===== config.mk =====
export PLATFORM = sky130hd
export DESIGN_NAME = z80_int_ctrl
export DESIGN_NICKNAME = d
export VERILOG_FILES = /design/src/rtl/z80_int_ctrl.sv
export SDC_FILE = /design/constraint.sdc
export NUM_CORES = 1
export LEC_CHECK = 0
export CAP_MARGIN = 15
export CORE_UTILIZATION = 43
export CTS_BUF_LIST = sky130_fd_sc_hd__clkbuf_16
export CTS_CLUSTER_SIZE = 25
export DETAILED_ROUTE_END_ITERATION = 8
export GPL_ROUTABILITY_DRIVEN = 0
export HOLD_SLACK_MARGIN = 0.08
export PLACE_DENSITY = 0.76
export SYNTH_ARGS = -nofsm -noshare
export SYNTH_HDL_FRONTEND = slang
export SYNTH_SLANG_ARGS = --single-unit

===== constraint.sdc =====
create_clock -name clk -period 2.25 [get_ports clk]
set_input_delay 0.225 -clock clk [delete_from_list [all_inputs] [get_ports clk]]
set_output_delay 0.225 -clock clk [all_outputs]
set_load 0.01 [all_outputs]

===== src/rtl/z80_int_ctrl.sv =====
// Interrupt controller for vz80core: I register, IFF1/IFF2, interrupt mode and NMI/INT service sequencing.
// Optional IM0 opcode-fetch service is enabled by defining Z80_INTCTRL_IM0_EN; otherwise IM0 is serviced as IM1.
module z80_int_ctrl #(
    parameter logic [15:0] NMI_VEC = 16'h0066,
    parameter logic [15:0] IM1_VEC = 16'h0038
) (
    input  logic        clk,
    input  logic        reset_n,
    input  logic        nmi_n,
    input  logic        int_n,
    input  logic        insn_done,
    input  logic        op_valid,
    input  logic [2:0]  op,
    input  logic [7:0]  op_data,
    output logic        irq_req,
    output logic [1:0]  irq_kind,
    input  logic        irq_ack,
    input  logic        vec_valid,
    input  logic [7:0]  vec_data,
    output logic        target_valid,
    output logic [15:0] target_pc,
    output logic [7:0]  target_op,
    output logic        target_is_op,
    output logic [7:0]  i_q,
    output logic        iff1,
    output logic        iff2,
    output logic [1:0]  im
);

    typedef enum logic [1:0] {
        S_IDLE,
        S_PEND,
        S_VEC,
        S_DONE
    } state_t;

    typedef enum logic [1:0] {
        K_NMI = 2'd0,
        K_IM0 = 2'd1,
        K_IM1 = 2'd2,
        K_IM2 = 2'd3
    } kind_t;

    typedef enum logic [2:0] {
        OP_DI     = 3'd0,
        OP_EI     = 3'd1,
        OP_IM0    = 3'd2,
        OP_IM1    = 3'd3,
        OP_IM2    = 3'd4,
        OP_LD_I_A = 3'd5,
        OP_RETN   = 3'd6,
        OP_NOP    = 3'd7
    } op_t;

    state_t      state, state_n;
    kind_t       kind, kind_n;

    logic        nmi_s1, nmi_s2, nmi_prev;
    logic        int_s1, int_s2;
    logic        nmi_edge;
    logic        nmi_pend, nmi_pend_n;
    logic        ei_block, ei_block_n, ei_eff;

    logic        iff1_n, iff2_n;
    logic [1:0]  im_n;
    logic [7:0]  i_n;
    logic [15:0] target_pc_n;
    logic [7:0]  target_op_n;
    logic        target_is_op_n;

    function automatic kind_t kind_for_im(input logic [1:0] m);
        case (m)
`ifdef Z80_INTCTRL_IM0_EN
            2'd0:    kind_for_im = K_IM0;
`else
            2'd0:    kind_for_im = K_IM1;
`endif
            2'd2:    kind_for_im = K_IM2;
            default: kind_for_im = K_IM1;
        endcase
    endfunction

    assign nmi_edge     = nmi_prev & ~nmi_s2;
    assign irq_req      = (state == S_PEND);
    assign target_valid = (state == S_DONE);
    assign irq_kind     = kind;

    always_comb begin
        state_n        = state;
        kind_n         = kind;
        iff1_n         = iff1;
        iff2_n         = iff2;
        im_n           = im;
        i_n            = i_q;
        target_pc_n    = target_pc;
        target_op_n    = target_op;
        target_is_op_n = target_is_op;
        nmi_pend_n     = nmi_pend | nmi_edge;
        ei_eff         = ei_block;

        // Same-cycle ops land before the boundary decision, so the decision uses the *_n values.
        if (state == S_IDLE && op_valid) begin
            case (op)
                OP_DI:     begin iff1_n = 1'b0; iff2_n = 1'b0; end
                OP_EI:     begin iff1_n = 1'b1; iff2_n = 1'b1; ei_eff = 1'b1; end
                OP_IM0:    im_n = 2'd0;
                OP_IM1:    im_n = 2'd1;
                OP_IM2:    im_n = 2'd2;
                OP_LD_I_A: i_n = op_data;
                OP_RETN:   iff1_n = iff2;
                default:   ;
            endcase
        end
        ei_block_n = insn_done ? 1'b0 : ei_eff;

        case (state)
            S_IDLE: begin
                if (insn_done) begin
                    if (nmi_pend) begin
                        state_n = S_PEND;
                        kind_n  = K_NMI;
                    end else if (!int_s2 && iff1_n && !ei_eff) begin
                        state_n = S_PEND;
                        kind_n  = kind_for_im(im_n);
                    end
                end
            end
            S_PEND: begin
                if (irq_ack) begin
                    if (kind == K_NMI) begin
                        iff2_n         = iff1;
                        iff1_n         = 1'b0;
                        nmi_pend_n     = nmi_edge;
                        target_pc_n    = NMI_VEC;
                        target_op_n    = '0;
                        target_is_op_n = 1'b0;
                        state_n        = S_DONE;
                    end else begin
                        iff1_n = 1'b0;
                        iff2_n = 1'b0;
                        if (kind == K_IM1) begin
                            target_pc_n    = IM1_VEC;
                            target_op_n    = '0;
                            target_is_op_n = 1'b0;
                            state_n        = S_DONE;
                        end else begin
                            state_n = S_VEC;
                        end
                    end
                end
            end
            S_VEC: begin
                if (vec_valid) begin
                    state_n = S_DONE;
                    if (kind == K_IM0) begin
                        target_pc_n    = '0;
                        target_op_n    = vec_data;
                        target_is_op_n = 1'b1;
                    end else begin
                        target_pc_n    = {i_q, vec_data};
                        target_op_n    = '0;
                        target_is_op_n = 1'b0;
                    end
                end
            end
            default: state_n = S_IDLE;
        endcase
    end

    always_ff @(posedge clk or negedge reset_n) begin
        if (!reset_n) begin
            state        <= S_IDLE;
            kind         <= K_NMI;
            nmi_s1       <= 1'b1;
            nmi_s2       <= 1'b1;
            nmi_prev     <= 1'b1;
            int_s1       <= 1'b1;
            int_s2       <= 1'b1;
            nmi_pend     <= 1'b0;
            ei_block     <= 1'b0;
            iff1         <= 1'b0;
            iff2         <= 1'b0;
            im           <= 2'd0;
            i_q          <= '0;
            target_pc    <= '0;
            target_op    <= '0;
            target_is_op <= 1'b0;
        end else begin
            state        <= state_n;
            kind         <= kind_n;
            nmi_s1       <= nmi_n;
            nmi_s2       <= nmi_s1;
            nmi_prev     <= nmi_s2;
            int_s1       <= int_n;
            int_s2       <= int_s1;
            nmi_pend     <= nmi_pend_n;
            ei_block     <= ei_block_n;
            iff1         <= iff1_n;
            iff2         <= iff2_n;
            im           <= im_n;
            i_q          <= i_n;
            target_pc    <= target_pc_n;
            target_op    <= target_op_n;
            target_is_op <= target_is_op_n;
        end
    end

endmodule


* Yosys cells after proc, flatten, opt, wreduce, memory -nomap -nowiden
Cells that the tools add are included.
** Cells by class
- Eq/ne operators :: 17
- Muxes and demuxes :: 46
- Bitwise logic cells :: 3
- Reduce and logical (&&, ||, !) cells :: 14
** Operators by type and width (number)
- $mux W16 :: 5
- $mux W8 :: 5
- $pmux W16 S2 :: 1
- $mux W1 :: 21
- $mux W2 :: 8
- $pmux W8 S2 :: 1
- $pmux W2 S3 :: 2
- $eq A3 B3 Y1 const B :: 3
- $eq A2 B2 Y1 const B :: 4
- $reduce_and A4 Y1 :: 2
- $eq A3 B2 Y1 const B :: 2
- $eq A2 B1 Y1 const B :: 2
- $logic_not A2 Y1 :: 2
- $ne A2 B2 Y1 const B :: 2
- $pmux W1 S2 :: 2
- $reduce_bool A2 Y1 :: 2
- $eq A3 B1 Y1 const B :: 1
- $logic_and A1 B1 Y1 :: 3
- $logic_not A3 Y1 :: 1
- $ne A3 B1 Y1 const B :: 1
- $ne A3 B2 Y1 const B :: 1
- $pmux W1 S3 :: 1
- $reduce_and A3 Y1 :: 1
- $logic_not A1 Y1 :: 2
- 5 further kinds :: 5
** Word-level totals
- Bits in registers :: 48
- Input bits :: 27
- Output and inout bits :: 41

* Depth between registers and ports, before layout
Gate-level depths: netlist of the first run.
- Depth after elaboration :: 9
- Depth in mapped cells :: 8
- Gate-level depth less buffers :: 7

* Least setup slack after synthesis of the first run
Ideal clock, no wire load.
- Path kind :: register to register
- Start point :: reg state[0]
- End point :: reg state[0]
- Library setup time :: 127 ps
- Data arrival time :: 1888 ps
- Slack :: 235 ps
- Stages on the path, launching flop included :: 8
- Buffers on the path :: 0
- Cell sequence :: dfrtp_1 > inv_1 > ha_1 > and3b_1 > and3_1 > a22oi_1 > o31a_1 > mux2_1
** Between the ends
- Cells in the longest elaborated chain, start to end :: 7
- Elaborated cells on any way between the ends :: 15
** Ends and longest elaborated chain
- from (decl) :: RTL line 55 : state_t state, state_n;
- from (signal assigned) :: RTL line 189 : state <= state_n;
- $logic_not A2 Y1 :: RTL line 102, 116
- $logic_and A1 B1 Y1 :: RTL line 102 : if (state == S_IDLE && op_valid) begin
- $mux W1 :: RTL line 102
- $logic_and A1 B1 Y1 / $logic_not A1 Y1 (equally long branches) :: RTL line 122 : end else if (!int_s2 && iff1_n && !ei_eff) begin
- $logic_and A1 B1 Y1 :: RTL line 122
- $ne A3 B2 Y1 (no line)
- $reduce_and A4 Y1 (no line)
Parallel ways exist; a longest one is shown, timed or not.
A chain may end at the register's enable or synchronous reset.

* Final worst setup path of the first run
- Start point :: reg state[0]
- End point :: reg state[1]
Same word-level chain as after synthesis.

==> impl_results.md, run 1 <==
* Worst Skew at approximately 0.0038 ns
* Slowest cell on the critical path: dfrtp_1
* Worst Hold Class: primary input to flip-flop
* Fmax at 481 MHz
* DR vias at approximately 1600
* Setup tns final at 0 ns
* Root buf cell: clkbuf_16
* Clk Latency, worst-skew pair at 0.28 ns
* First-pass GRT wire length at 7.33 mm
* Chip height at 71.4 µm
* CP arrival at 2.24 ns
* PD cells at 1210 nW/µm²
* Iter 0 DRT Violations at 129
* Yosys top cell by area: dfrtp_1
* Layout area overhead at 42.9%
* Area of the multi-input gates at about 800 µm²
* Detail Placement HPWL at 3.05 mm
* Nets at ~290
* Pleak at between 1 and 1.5 nW
* Grt ovf at 0
* Post-synth EDFFs at 0
* Crit end category: flip-flop
* Synth cell types at 43
* Core Box Area at 4470 µm²
* Fin. max-slew vios at 0
* Top cells by area, synth: dfrtp_1, dfstp_2, nand2_1
* First-pass DRT Iterations at 7
* Register area at around 1200 µm²
* Async set-reset flop share out of synthesis at 1.00
* Max-cap viol count at 0
* Port Buf Inserts at 67
* Gr usage total at 0.183
* Setup crit start kind: flip-flop
* Most frequent cell after synthesis: dfrtp_1
* # setup viols final at 0
* R2R Setup Slk at around 0.17 ns
* CTS clk-pin slew, worst paths at 0.06 ns
* Buf/Inv on CP at 1
* Critical path's largest stage delay at around 0.41 ns
* Drt drc at 2
* H-tree levels at 2
* Mapped Nets at 222
* Layout fillers at roughly 370
* Syn avg cell area at 10.8 µm²
* CP Cell Sequence: inv_1, ha_2, and3b_1, and3_1, a22oi_2, o31a_1, mux2_1
* Cell Area, Synth at 2070 µm²
* Synth top cells by count: dfrtp_1, nand2_1, o21ai_0, nor2_1
* Final period util at 0.924
* Synth top area share at 0.520
* Post-synthesis sequential area ratio at 0.583
* Main synth FF type: dfrtp_1
* CP Max Fanout at 8
* Post-route cell area at between 2000 and 3000 µm²
* Cell row count at 24
* Area of the die at 5090 µm²
* Critical path type: flip-flop to flip-flop
* RSZ-0062 raised after global routing: no
* Die Wd at 71.4 µm
* Drt total wl at 4.27 mm
* Min Tclk post-route at 2.08 ns
* ANT nets after route at 0
* Vias in the first global route at 1601
* Sink Count at 48
* Layout cells sized above 1 at 0.114
* Vias per std cell at 5.13
* Placed inst area at about 2800 µm²
* Starting Density at 0.463
* # diodes at 0
* Max IR drop VDD at ~700 µV
* Initial antenna violation count at 0
* Measured slew at the worst slew-check pin at 0.585 ns
* Final Hold Viols at 0
* Max clock buf depth at 2
* Cells after Synth at between 150 and 200
* Critical Path RT at between 2 and 2.5 ns
* Outcome: finished with violations
* Worst slew margin at 0.610
* Total Power at 3.58 mW
* Non-filler instance count after layout at 316
* Post-synthesis register bit count at 48
* Largest net degree at the start of global routing at 49
* Placed insts at 307
* Ports at between 60 and 70
* CTS tree: yes
* WL per Instance at 13.5 µm
* Failing checks: design-rule violations
* CP top delay family: compound AO/OA/AOI/OAI gates
* CTS buffer count at 5
* Synth warnings at 0
-- power by group --
group          internal, mW  switching, mW
Sequential             1.13          0.202
Combinational         0.795          0.753
Clock                 0.403          0.292
-- cells in the final DEF (no fill, tap or decap), drive strengths merged, types with 2 or more instances in the layout --
| cell | instances |
|---|---|
| o21ai | 14 |
| nor2 | 12 |
| a22o | 8 |
| dfrtp | 43 |
| buf | 5 |
| dfstp | 5 |
| mux2 | 10 |
| o31ai | 6 |
| o22a | 2 |
| nand3 | 3 |
| clkdlybuf4s50 | 66 |
| nor3 | 3 |
| a21oi | 7 |
| inv | 10 |
| nand2 | 33 |
| clkbuf | 5 |
| ha | 4 |
| nand2b | 2 |
| a21boi | 2 |
-- sequential cells by signal (all words and copies together), names as in the netlist, 2 cells and up --
name / cells
target_pc: 16
i_q: 8
target_op: 8
im: 2
irq_kind: 2
state: 2
-- path summary, 6_finish.rpt --
path                            cells past startpoint                       end                  from
max in group asynchronous                           3  target_pc[7]$_DFFE_PN0P_               reset_n
worst min register to register                      0          int_s2$_DFF_PN1_      int_s1$_DFF_PN1_
min in group asynchronous                           3        i_q[0]$_DFFE_PN0P_               reset_n
worst min-delay path                                1          int_s1$_DFF_PN1_                 int_n
worst max-delay path                                7      state[1]$_DFFE_PN0P_  state[0]$_DFFE_PN0P_
worst max register to register                      7      state[1]$_DFFE_PN0P_  state[0]$_DFFE_PN0P_
-- metrics by stage --
step	setup slack [ns]	utilization	hold slack (ns)
after floorplan	0.235	-	-0.0706
after global placement	0.102	0.626	0.346
after detailed placement	0.0446	0.626	0.348
after global routing	0.0519	0.661	0.352
final	0.170	0.661	0.346
after CTS	0.0363	0.659	0.341
-- kinds of logic after synthesis --
| group | after synthesis | share of synthesized area |
|---|---|---|
| compound gates | 48 | 0.156 |
| xor+xnor | 2 | 0.00847 |
| fa+ha+maj | 4 | 0.0242 |
| buf+inv | 16 | 0.0314 |
| flops | 48 | 0.583 |
| mux | 10 | 0.0544 |
| simple gates | 63 | 0.142 |
-- metal layers --
| metal | global-route usage | share of wire | up-vias |
|---|---|---|---|
| li1 | - | - | 808 |
| met1 | 0.255 | 0.49 | 760 |
| met2 | 0.284 | 0.44 | 49 |
| met3 | 0.0549 | 0.060 | 5 |
| met4 | 0.0467 | 0.0084 | 0 |
| met5 | 0 | 0 | - |
-- area by class of cell --
type | instances | share of cell area
clock buffers | 5 | 0.0423
clock inverters | 3 | 0.00508
inverters | 9 | 0.0114
multi-input cells | 127 | 0.272
flip-flops and latches | 48 | 0.408
well taps | 52 | 0.0220
repair buffers | 72 | 0.239
-- repair_timing --
item,in CTS,in global routing
hold buffers,1,0
hold endpoints to repair,43,0
setup endpoints to repair,0,3
resized for setup,0,2
setup buffers,0,0
Power figures use the tool's default switching activity.
==> inputs of run 2 (changes only) <==
GPL_TIMING_DRIVEN = 0   (was not set)
==> run 2 against run 1 <==
The run still ends with design-rule violations left. Non-clock buffer count up 2. Critical path depth unchanged. Final area up 0.25%.
==> impl_results.md, run 2 (synthesis gave the netlist of run 1 again) <==
* Starting Density at 0.463 (unchanged)
* Layout area overhead at 43.2% (was 42.9%)
* Final Hold Viols at 0 (unchanged)
* R2R Setup Slk at 0.16 ns (was 0.17 ns)
* Drt drc at 2 (unchanged)
* Layout cells sized above 1 at 0.109 (was 0.114)
* Min Tclk post-route at 2.09 ns (was 2.08 ns)
* Max IR drop VDD at 721 µV (was 697 µV)
* H-tree levels at 2 (unchanged)
* Ports at 68 (unchanged)
* Clk Latency, worst-skew pair at 0.28 ns (about the same)
* Sink Count at 48 (unchanged)
* Number of flip-flops under the largest register name at 16 (unchanged)
* Vias per std cell at 5.27 (was 5.13)
* Non-filler instance count after layout at 318 (was 316)
* # setup viols final at 0 (unchanged)
* Biggest register: target_pc (unchanged)
* Measured slew at the worst slew-check pin at 0.798 ns (was 0.585 ns)
* Gr usage total at 0.193 (was 0.183)
* Met2 WL at 2.01 mm (was 1.90 mm)
* Most frequent cells in the layout: clkdlybuf4s50_1, dfrtp_1, nand2_1, o21ai_0, nor2_1 (unchanged)
* First-pass GRT wire length at 7.55 mm (was 7.33 mm)
* Top Registers: target_pc: 16 flops, i_q: 8 flops, target_op: 8 flops (unchanged)
* DR vias at 1677 (was 1622)
* CP arrival at 2.25 ns (was 2.24 ns)
* RSZ-0062 raised after global routing: no (unchanged)
* Die Wd at 71.4 µm (unchanged)
* Grt ovf at 0 (unchanged)
* Chip height at 71.4 µm (unchanged)
* Iter 0 DRT Violations at 88 (was 129)
* Max-cap viol count at 0 (unchanged)
* Cell row count at 24 (unchanged)
* Max clock buf depth at 2 (unchanged)
* Highest routed layer: met4 (unchanged)
* Fin. max-slew vios at 0 (unchanged)
* Met3 WL at 294 µm (was 256 µm)
* Drt total wl at 4.57 mm (was 4.27 mm)
* Setup crit start kind: flip-flop (unchanged)
* CTS buffer count at 5 (unchanged)
* Root buf cell: clkbuf_16 (unchanged)
* Port Buf Inserts at 65 (was 67)
* PD cells at 1230 nW/µm² (was 1210 nW/µm²)
* Commonest non-fill, non-tap cell in the layout: clkdlybuf4s50_1 (unchanged)
* WL per Instance at 14.4 µm (was 13.5 µm)
* CTS clk-pin slew, worst paths at 0.06 ns (about the same)
* Pleak at 1.30 nW (about the same)
* Layout fillers at 360 (was 365)
* Detail Placement HPWL at 3.26 mm (was 3.05 mm)
* Placed insts at 309 (was 307)
* # diodes at 0 (unchanged)
* WL met1 at 2.14 mm (was 2.08 mm)
* Area of the multi-input gates at 811 µm² (was 805 µm²)
* Critical Path RT at 2.41 ns (about the same)
* Failing checks: design-rule violations (unchanged)
* Core Box Area at 4470 µm² (unchanged)
* ANT nets after route at 0 (unchanged)
* Area of the die at 5090 µm² (unchanged)
* Outcome: finished with violations (unchanged)
* Critical path type: flip-flop to flip-flop (unchanged)
* Vias in the first global route at 1622 (was 1601)
* Largest net degree at the start of global routing at 33 (was 49)
* Worst Hold Class: primary input to flip-flop (unchanged)
* Final period util at 0.930 (was 0.924)
* CTS tree: yes (unchanged)
* Initial antenna violation count at 0 (unchanged)
* Worst slew margin at 0.468 (was 0.610)
* Nets at 296 (was 294)
* First-pass DRT Iterations at 6 (was 7)
* Total Power at 3.63 mW (was 3.58 mW)
* Crit end category: flip-flop (unchanged)
* Worst Skew at 0.00601 ns (was 0.00383 ns)
* Register area at 1210 µm² (unchanged)
* Fmax at 478 MHz (was 481 MHz)
* CP Max Fanout at 8 (unchanged)
[run 2: cell count changes in the layout (fill, tap and decap cells not counted), sizes merged]
cell | before | now
clkbuf | 5 | 10
clkdlybuf4s50 | 66 | 64
buf | 5 | 4
[run 2: final cells by class]
cell class                 instances  area share
buffer                             7      0.0106
inverter                           9      0.0114
clock inverter                     3     0.00507
clock buffer                       5      0.0422
tap                               52      0.0220
multi-input combinational        127       0.274
timing repair buffer              67       0.228
sequential                        48       0.407
[run 2: per-layer routing]
layer,GRT usage,vias up
met1,0.265,789
met3,0.0591,12
li1,-,815
met4,0.0933,0
met2,0.280,61
met5,0,-
[run 2: power breakdown]
group	switching [mW]	leakage, nW	internal (mW)
registers	0.186	0.611	1.13
logic	0.827	0.623	0.792
clock network	0.291	0.0687	0.403
[run 2: critical path, cell delays in order (launching register included)]
cell     delay (ns)
dfrtp_1        0.41
inv_1          0.09
ha_2           0.25
and3b_1        0.23
and3_1         0.20
a22oi_2        0.11
or2_2          0.31
a311o_1        0.36
[run 2: through the flow]
step | setup TNS (ns) | util | hold slack (ns) | setup slack [ns] | cell area, µm²
floorplan | 0 | - | -0.0706 | 0.235 | 2070
global placement | -14.55 | 0.622 | 0.347 | -0.341 | 2790
detailed placement | 0 | 0.626 | 0.177 | 0.0169 | 2800
CTS | 0 | 0.659 | 0.283 | 0.0201 | 2950
global route | 0 | 0.662 | 0.327 | 0.0541 | 2960
finish | 0 | 0.662 | 0.293 | 0.158 | 2960
[run 2: final timing paths]
kind | startpoint | endpoint | cells past startpoint
max | state[0]$_DFFE_PN0P_ | irq_kind[0]$_DFFE_PN0P_ | 7
min in group asynchronous | reset_n | target_pc[0]$_DFFE_PN0P_ | 2
max in group asynchronous | reset_n | nmi_prev$_DFF_PN1_ | 3
max reg2reg | state[0]$_DFFE_PN0P_ | irq_kind[0]$_DFFE_PN0P_ | 7
min | op[2] | iff1$_DFF_PN0_ | 3
min reg2reg | nmi_s1$_DFF_PN1_ | nmi_s2$_DFF_PN1_ | 0
[run 2: what timing repair did]
| action | in CTS | in global routing |
|---|---|---|
| hold endpoints to repair | 15 | 0 |
| endpoints found under the setup margin | 0 | 6 |
| gates resized for setup | 0 | 3 |
| hold buffers | 1 | 0 |
| buffers inserted | 0 | 0 |
==> inputs of run 3 (changes only) <==
clock period = 2.4 ns   (was 2.25 ns; I/O delays follow)
==> run 3 against run 2 <==
The run still ends with design-rule violations left. Die area did not move. Via count hardly changed. Wire length down 0.35%. Cell count stayed put. Combinational power fell by 7%. Clock power fell by 6.2%. Clock skew about the same. Count of clock-buffer cells in the layout unchanged. Core utilization down 0.31 points. Sequential cell count unchanged. Sequential share of layout area is 0.19 points higher. Power fell by 6.8%.
==> impl_results.md, run 3 (synthesis gave the netlist of run 1 again) <==
* Area of the die at 5090 µm² (unchanged)
* Cts hold-fix bufs at 1 (unchanged)
* Drt total wl at 4.55 mm (was 4.57 mm)
* Layout area overhead at 42.6% (was 43.2%)
* Detail Placement HPWL at 3.26 mm (unchanged)
* Iter 0 DRT Violations at 85 (was 88)
* First-pass DRT Iterations at 6 (unchanged)
* Post-cts resize count at 0 (unchanged)
* Worst Hold Class: primary input to flip-flop (unchanged)
* Max clock buf depth at 2 (unchanged)
* Setup crit start kind: flip-flop (unchanged)
* First-pass GRT wire length at 7.55 mm (unchanged)
* Clk network pwr share at 0.192 (was 0.191)
* Sw power at 1.21 mW (was 1.30 mW)
* Cell row count at 24 (unchanged)
* Ports at 68 (unchanged)
* Critical path's largest stage delay at 0.39 ns (was 0.41 ns)
* Fmax at 448 MHz (was 478 MHz)
* Most frequent cells in the layout: clkdlybuf4s50_1, dfrtp_1, nand2_1, o21ai_0, nor2_1 (unchanged)
* Drt drc at 2 (unchanged)
* Largest net degree at the start of global routing at 33 (unchanged)
* WL per Instance at 14.3 µm (was 14.4 µm)
* Core Box Area at 4470 µm² (unchanged)
* DR vias at 1678 (was 1677)
* Worst Skew at 0.00612 ns (was 0.00601 ns)
* CP Max Fanout at 8 (unchanged)
* Max IR drop VDD at 676 µV (was 721 µV)
* Fin. max-slew vios at 0 (unchanged)
* Initial antenna violation count at 0 (unchanged)
* CP arrival at 2.40 ns (was 2.25 ns)
* Vias in the first global route at 1622 (unchanged)
* Number of flip-flops under the largest register name at 16 (unchanged)
* Port Buf Inserts at 65 (unchanged)
* Critical Path RT at 2.56 ns (was 2.41 ns)
* PD cells at 1150 nW/µm² (was 1230 nW/µm²)
* Min Tclk post-route at 2.23 ns (was 2.09 ns)
* Biggest register: target_pc (unchanged)
* CTS buffer count at 5 (unchanged)
* Measured slew at the worst slew-check pin at 0.796 ns (was 0.798 ns)
* R2R Setup Slk at 0.17 ns (was 0.16 ns)
* RSZ-0062 raised after global routing: no (unchanged)
* Power share of the sequential group at 0.365 (was 0.363)
* Slowest cell on the critical path: dfrtp_1 (unchanged)
* Layout cells sized above 1 at 0.102 (was 0.109)
* CP Cell Sequence: inv_1, ha_1, and3b_1, and3_1, a22oi_1, o31a_1, mux2_1 (was inv_1, ha_2, and3b_1, and3_1, a22oi_2, or2_2, a311o_1)
* Commonest non-fill, non-tap cell in the layout: clkdlybuf4s50_1 (unchanged)
* Final Hold Viols at 0 (unchanged)
* Nets at 296 (unchanged)
* Gr usage total at 0.193 (unchanged)
* Die Wd at 71.4 µm (unchanged)
* CTS tree: yes (unchanged)
* Vias per std cell at 5.28 (was 5.27)
* Critical path type: flip-flop to flip-flop (unchanged)
* Starting Density at 0.463 (unchanged)
* ANT nets after route at 0 (unchanged)
* Total Power at 3.38 mW (was 3.63 mW)
* H-tree levels at 2 (unchanged)
* Clk Latency, worst-skew pair at 0.29 ns (was 0.28 ns)
* Final period util at 0.931 (was 0.930)
* Crit end category: flip-flop (unchanged)
* Root buf cell: clkbuf_16 (unchanged)
* Grt ovf at 0 (unchanged)
* Outcome: finished with violations (unchanged)
* CTS clk-pin slew, worst paths at 0.06 ns (about the same)
* CP top delay family: compound AO/OA/AOI/OAI gates (was simple AND/OR/NAND/NOR gates)
* Post-CTS setup buffers at 0 (unchanged)
* Sw Share at 0.357 (was 0.359)
* # setup viols final at 0 (unchanged)
* Setup tns final at 0 ns (unchanged)
* Chip height at 71.4 µm (unchanged)
* Gate power share at 0.443 (was 0.446)
* Top Registers: target_pc: 16 flops, i_q: 8 flops, target_op: 8 flops (unchanged)
* # diodes at 0 (unchanged)
* Sink Count at 48 (unchanged)
* Buf/Inv on CP at 1 (unchanged)
* Int Pwr at 2.18 mW (was 2.33 mW)
* Max-cap viol count at 0 (unchanged)
* Final core occ at 0.659 (was 0.662)
* Worst slew margin at 0.469 (was 0.468)
* Failing checks: design-rule violations (unchanged)
* Pleak at 1.30 nW (about the same)
run 3: cell counts in the layout (fill, tap and decap cells not counted):
No cell type changed its count.
run 3: worst min-delay path, stage by stage:
cell and delay (ns):
buf_4 0.15, o21ai_0 0.07, a21boi_0 0.08
run 3: cell type report:
class | instances | area (µm²)
Clock buffer | 5 | 125
Clock inverter | 3 | 15.0
Timing Repair Buffer | 67 | 676
Fill cell | 364 | 1520
Sequential cell | 48 | 1210
Tap cell | 52 | 65.1
Inverter | 9 | 33.8
Buffer | 7 | 31.3
Multi-Input combinational cell | 127 | 797
run 3: through the flow:
stage | instances | setup WS, ns | hold WS [ns] | cell area (µm²)
6_report | 318 | 0.167 | 0.309 | 2950
5_1_grt | 318 | 0.0294 | 0.338 | 2950
4_1_cts | 318 | 0.170 | 0.298 | 2950
3_5_place_dp | 309 | 0.167 | 0.192 | 2800
3_3_place_gp | 308 | -0.206 | 0.347 | 2790
2_1_floorplan | 191 | 0.385 | -0.0556 | 2070
run 3: path summary, 6_finish.rpt:
| path | startpoint | end | depth (start not counted) |
|---|---|---|---|
| worst max-delay path | state[0]$_DFFE_PN0P_ | state[1]$_DFFE_PN0P_ | 7 |
| worst min-delay path | op[2] | iff1$_DFF_PN0_ | 3 |
| worst max register to register | state[0]$_DFFE_PN0P_ | state[1]$_DFFE_PN0P_ | 7 |
| worst min register to register | nmi_s1$_DFF_PN1_ | nmi_s2$_DFF_PN1_ | 0 |
| max in group asynchronous | reset_n | nmi_prev$_DFF_PN1_ | 3 |
| min in group asynchronous | reset_n | target_pc[0]$_DFFE_PN0P_ | 2 |
run 3: routing by layer:
layer / vias to the layer above / wire length [µm] / track usage
met3: 12 / 283 / 0.0591
met5: - / 0 / 0
met4: 0 / 124 / 0.0933
met1: 791 / 2130 / 0.265
li1: 815 / - / -
met2: 60 / 2020 / 0.280
run 3: power by group through the flow:
stage	sequential [mW]	clock (mW)	combinational, mW
after floorplan	1.32	0	0.696
after global placement	1.24	0	1.47
after detailed placement	1.25	0	1.50
after CTS	1.24	0.674	1.51
after global routing	1.27	0.710	1.65
final	1.24	0.651	1.50
